$ cat src/rtl/elevator_door_sequencer.sv
// elevator_door_sequencer
//   Door controller for the car. Latches hall/car calls as pending stops,
//   opens the door when the stopped car sits at a pending floor, and runs a
//   timed CLOSED -> OPENING -> OPEN -> CLOSING -> CLOSED cycle. door_busy
//   inhibits motion for the whole cycle; served pulses the retired floor.
//
//   Ports:
//     clk, reset          rising-edge clock, synchronous active-high reset
//     req_in [N]          button presses (any number of bits per cycle)
//     floor_at [N]        floor sensors, one-hot at a floor, zero between
//     car_moving          car in motion
//     obstruct            door-edge sensor (DOOR_REOPEN_EN builds only)
//     pending [N]         latched outstanding requests
//     door_open           door fully open
//     door_busy           motion inhibit, high in every state but CLOSED
//     served [N]          one-cycle pulse at OPEN entry, floor serviced
//     fault               sticky: car_moving seen while door_busy
//     state [2]           debug: 0 CLOSED, 1 OPENING, 2 OPEN, 3 CLOSING
//
//   Build option: define DOOR_REOPEN_EN to let obstruct reopen a closing
//   door and hold the dwell timer while open. Otherwise obstruct is ignored.
module elevator_door_sequencer #(
  parameter int N_FLOORS     = 5,
  parameter int OPEN_CYCLES  = 4,
  parameter int DWELL_CYCLES = 16,
  parameter int CLOSE_CYCLES = 4,
  parameter int CNT_W        = 8
) (
  input  logic                clk,
  input  logic                reset,
  input  logic [N_FLOORS-1:0] req_in,
  input  logic [N_FLOORS-1:0] floor_at,
  input  logic                car_moving,
  input  logic                obstruct,
  output logic [N_FLOORS-1:0] pending,
  output logic                door_open,
  output logic                door_busy,
  output logic [N_FLOORS-1:0] served,
  output logic                fault,
  output logic [1:0]          state
);

  typedef enum logic [1:0] {
    CLOSED  = 2'd0,
    OPENING = 2'd1,
    OPEN    = 2'd2,
    CLOSING = 2'd3
  } door_state_t;

  localparam logic [CNT_W-1:0] OPEN_LAST  = CNT_W'(OPEN_CYCLES - 1);
  localparam logic [CNT_W-1:0] DWELL_LAST = CNT_W'(DWELL_CYCLES - 1);
  localparam logic [CNT_W-1:0] CLOSE_LAST = CNT_W'(CLOSE_CYCLES - 1);

  door_state_t         st;
  logic [CNT_W-1:0]    cnt;
  logic                reopen;   // current OPENING came from an obstruction
  logic                obs;
  logic                floor_valid;
  logic [N_FLOORS-1:0] pend_or_req;
  logic [N_FLOORS-1:0] hit;
  logic [N_FLOORS-1:0] here_req;

`ifdef DOOR_REOPEN_EN
  assign obs = obstruct;
`else
  logic unused_obstruct;
  assign unused_obstruct = obstruct;
  assign obs = 1'b0;
`endif

  always_comb begin
    floor_valid = (floor_at != '0) &&
                  ((floor_at & (floor_at - N_FLOORS'(1))) == '0);
    pend_or_req = pending | req_in;
    hit         = pend_or_req & floor_at;
    here_req    = req_in & floor_at;
  end

  assign state = st;

  always_ff @(posedge clk) begin
    if (reset) begin
      st        <= CLOSED;
      cnt       <= '0;
      reopen    <= 1'b0;
      pending   <= '0;
      served    <= '0;
      door_open <= 1'b0;
      door_busy <= 1'b0;
      fault     <= 1'b0;
    end else begin
      served <= '0;
      if (car_moving && st != CLOSED) fault <= 1'b1;

      case (st)
        CLOSED: begin
          pending <= pend_or_req;
          if (!car_moving && floor_valid && (hit != '0)) begin
            st        <= OPENING;
            cnt       <= '0;
            reopen    <= 1'b0;
            door_busy <= 1'b1;
          end
        end

        OPENING: begin
          if (cnt == OPEN_LAST) begin
            st        <= OPEN;
            cnt       <= '0;
            door_open <= 1'b1;
            reopen    <= 1'b0;
            if (reopen) begin
              // A reopen is not a new service: keep the call latched.
              pending <= pend_or_req;
            end else begin
              served  <= hit;
              pending <= pend_or_req & ~floor_at;
            end
          end else begin
            cnt     <= cnt + CNT_W'(1);
            pending <= pend_or_req;
          end
        end

        OPEN: begin
          // Calls at the open floor extend the dwell instead of latching.
          pending <= pending | (req_in & ~floor_at);
          if ((here_req != '0) || obs) begin
            cnt <= '0;
          end else if (cnt == DWELL_LAST) begin
            st        <= CLOSING;
            cnt       <= '0;
            door_open <= 1'b0;
          end else begin
            cnt <= cnt + CNT_W'(1);
          end
        end

        CLOSING: begin
          pending <= pend_or_req;
          if (obs) begin
            st     <= OPENING;
            cnt    <= '0;
            reopen <= 1'b1;
          end else if (cnt == CLOSE_LAST) begin
            st        <= CLOSED;
            cnt       <= '0;
            door_busy <= 1'b0;
          end else begin
            cnt <= cnt + CNT_W'(1);
          end
        end

        default: begin
          st <= CLOSED;
        end
      endcase
    end
  end

endmodule

$ cat config.mk
export PLATFORM = sky130hd
export DESIGN_NAME = elevator_door_sequencer
export DESIGN_NICKNAME = d
export VERILOG_FILES = /design/src/rtl/elevator_door_sequencer.sv
export SDC_FILE = /design/constraint.sdc
export NUM_CORES = 1
export LEC_CHECK = 0
export BUFFER_PORTS_ARGS = -buffer_cell sky130_fd_sc_hd__buf_2
export CAP_MARGIN = 20
export CORE_AREA = 2 2 64 66
export CTS_CLUSTER_DIAMETER = 50
export CTS_CLUSTER_SIZE = 28
export DETAILED_ROUTE_END_ITERATION = 10
export DIE_AREA = 0 0 66 68
export HOLD_SLACK_MARGIN = 0.15
export PLACE_DENSITY = 0.57
export SETUP_SLACK_MARGIN = 0.02
export SLEW_MARGIN = 20
export SYNTH_ARGS = -nofsm -noshare
export SYNTH_HDL_FRONTEND = slang
export SYNTH_SLANG_ARGS = --single-unit
$ cat constraint.sdc
create_clock -name clk -period 2.4 [get_ports clk]
set_clock_uncertainty 0.15 [all_clocks]
set_input_delay 0.12 -clock clk [delete_from_list [all_inputs] [get_ports clk]]
set_output_delay 0.12 -clock clk [all_outputs]
set_load 0.01 [all_outputs]
==> flow_summary.yaml <==
clocking:
  root_buffer: "clkbuf_8"
  htreeDepth: 1
  postCtsSetupRepairBufs: 0
  cts_tree: "built"
  cts.sinks: 23
  clock_path_buffers: 2
  cts_made_buffers: 3
  path_clk_slew_ns: 0.09
  clock_latency_ns: 0.26
power_and_ir_drop:
  ir_worst_vdd_v: 0.000296
  p_per_area_nw_per_um2: 577
  p_leak_nw: 0.630
  power_uw: 924
timing:
  fin_setup_tns_ns: 0
  max-slew-margin-rel: 0.669
  worst_pin_slew_ns: 0.492
  slew_violations: 0
  hold_viol_final: 0
  fmax_mhz: 432
  finalCriticalPeriod_ns: 2.32
  grt_setup_unrepaired: "true"
  finalCritPeriodShare: 0.965
  finalSetupViolCount: 0
setup_path:
  r2r-end: "cnt[4]"
  cp-endpoint: "door_busy"
  required_ns: 2.45
  timing.rr.start: "cnt[4]"
  crit_type: "in -> reg"
  cp-end-kind: "flop"
  startpoint: "floor_at[3]"
  worstPathMaxFanout: 10
  arrival_ns: 2.36
  worstSetupStartpointType: "input pin"
  reg2reg_slack_ns: 0.39
  worstRegToRegCells: 6
final_layout:
  regArea_um2: 460
  area_growth_syn_to_layout_pct: 29.6
  fill_cells: 411
  final_nets: 209
  multi_input_area_um2: 719
  diodes: 0
  drive_above_1_share: 0.186
routing:
  drtPass1Iterations: 4
  wl_per_cell_um: 13.2
  wl_um: 3140
  postRouteAntennaNets: 0
  met1_length_um: 1450
  vias_per_cell: 5.44
  wl_met2_um: 1570
  num_vias: 1295
  drt_iter0_markers: 51
  drc: 0
  highest-signal-layer: "met4"
  routed-wl-met3_um: 98
worst_hold_path:
  hold_path.class: "reg -> reg"
  min_path_cells: 2
die:
  die-area_um2: 4490
  initial_utilization: 0.321
  ios: 29
  die_y_um: 68
  coreArea_um2: 3860
  rows: 23
  fp.dieW_um: 66
synth:
  yosys_register_bits: 23
  synth_common_cells: "dfxtp_1, o21ai_0, a21oi_1, inv_1, nand3_1"
  synth_area_leaders: "dfxtp_1, o21ai_0, ha_1"
  synth_nets: 166
  synth_ff_type: "dfxtp_1"
  ys_warn_count: 0
  synth_cells: 146
  synth-seq-area-share: 0.372
  synth.top_cell.area_share: 0.372
  avgSynthCellArea_um2: 8.47
  yosysMostFrequentCell: "dfxtp_1"
  synth_edf_count: 0
  ys_async_sr_fraction: 0
  synth_top_area_cell: "dfxtp_1"
  synthDistinctLibCells: 39
  syn_area_um2: 1240
placed_design:
  portBuffers: 27
  dp_hpwl_um: 2250
  place.gp.congestion: 0.802
grt:
  grt_pass1_wl_um: 4990
  grt_pass1_vias: 1140
  antenna_found_initial: 0
  grt_remaining_overflow: 0
  grt_use_total: 0.142
  grt_max_degree: 27
run_status:
  status: "completed"
job:
  drv_cap: 0
critical path, stage by stage:
cell,delay [ns]
dlygate4sd3_1,0.52
buf_2,0.15
or3_4,0.38
a21o_1,0.20
o221a_2,0.33
or4_1,0.49
a21oi_1,0.16
per-layer routing:
metal  vias up  GRT usage
met2        29      0.258
met4         0     0.0408
met5         -          0
met3         2     0.0197
li1        645          -
met1       619      0.175
stage by stage:
stage	worst slack (ns)	std cells	cell area (um^2)	hold WS, ns	util
detailed placement	0.300	221	1430	0.220	0.370
global placement	0.364	221	1430	0.210	0.370
finish	0.0831	238	1600	0.329	0.415
floorplan	0.434	146	1240	0.0594	-
global route	0.0135	238	1600	0.379	0.415
CTS	0.0330	238	1600	0.328	0.415
state kept, by name, summed over array words and instances, names as in the netlist:
register   cells
door_open      1
state          2
served         5
door_busy      1
cnt            8
pending        5
fault          1
logic make-up (layout without fill, tap and decap cells):
| group | count (synthesis) | count (layout) | synth area share |
|---|---|---|---|
| AO/OA/AOI/OAI | 57 | 57 | 0.301 |
| AND/OR/NAND/NOR | 45 | 45 | 0.205 |
| flip-flops | 23 | 23 | 0.372 |
| buffers and inverters | 13 | 55 | 0.0455 |
| adder cells (fa/ha/maj) | 6 | 6 | 0.0607 |
| XOR/XNOR | 1 | 1 | 0.00709 |
| multiplexers | 1 | 1 | 0.00810 |
final cells by class:
| class | instances | share of cell area |
|---|---|---|
| repair buffers | 42 | 0.175 |
| clock buffers | 4 | 0.0281 |
| inverters | 9 | 0.0211 |
| multi-input cells | 110 | 0.449 |
| well taps | 50 | 0.0391 |
| flip-flops and latches | 23 | 0.287 |
placed cells by master, fill, tap and decap left out, drive strengths merged, types with 2 or more instances in the layout:
cell type and n:
a211oi 7, a21oi 12, buf 29, clkbuf 4
dfxtp 23, dlygate4sd3 13, ha 6, inv 9
nand2 2, nand2b 4, nand3 8, nand4 3
nor2 7, nor2b 2, nor3 5, o21a 2
o21ai 18, o31ai 3, o32ai 5, or3 8
or4 2
power breakdown:
part | switching (mW) | internal [mW]
combinational | 0.150 | 0.108
sequential | 0.0193 | 0.406
clock | 0.123 | 0.118
total | 0.292 | 0.632
timing repair:
item | 4_1_cts | 5_1_grt
gates resized for setup | 0 | 1
hold buffers | 13 | 0
endpoints found under the hold margin | 13 | 0
setup endpoints to repair | 0 | 1
how the worst min path moves through the flow:
| stage | startpoint | endpoint | slack, ns |
|---|---|---|---|
| after floorplan | floor_at[0] | pending[0] | 0.06 |
| after global placement | floor_at[2] | pending[2] | 0.21 |
| after detailed placement | floor_at[0] | pending[0] | 0.22 |
| after CTS | floor_at[2] | cnt[2] | 0.33 |
| after global routing | door_busy | door_busy | 0.38 |
| final | door_busy | door_busy | 0.33 |
No activity file was read; power rests on OpenSTA's default activity.
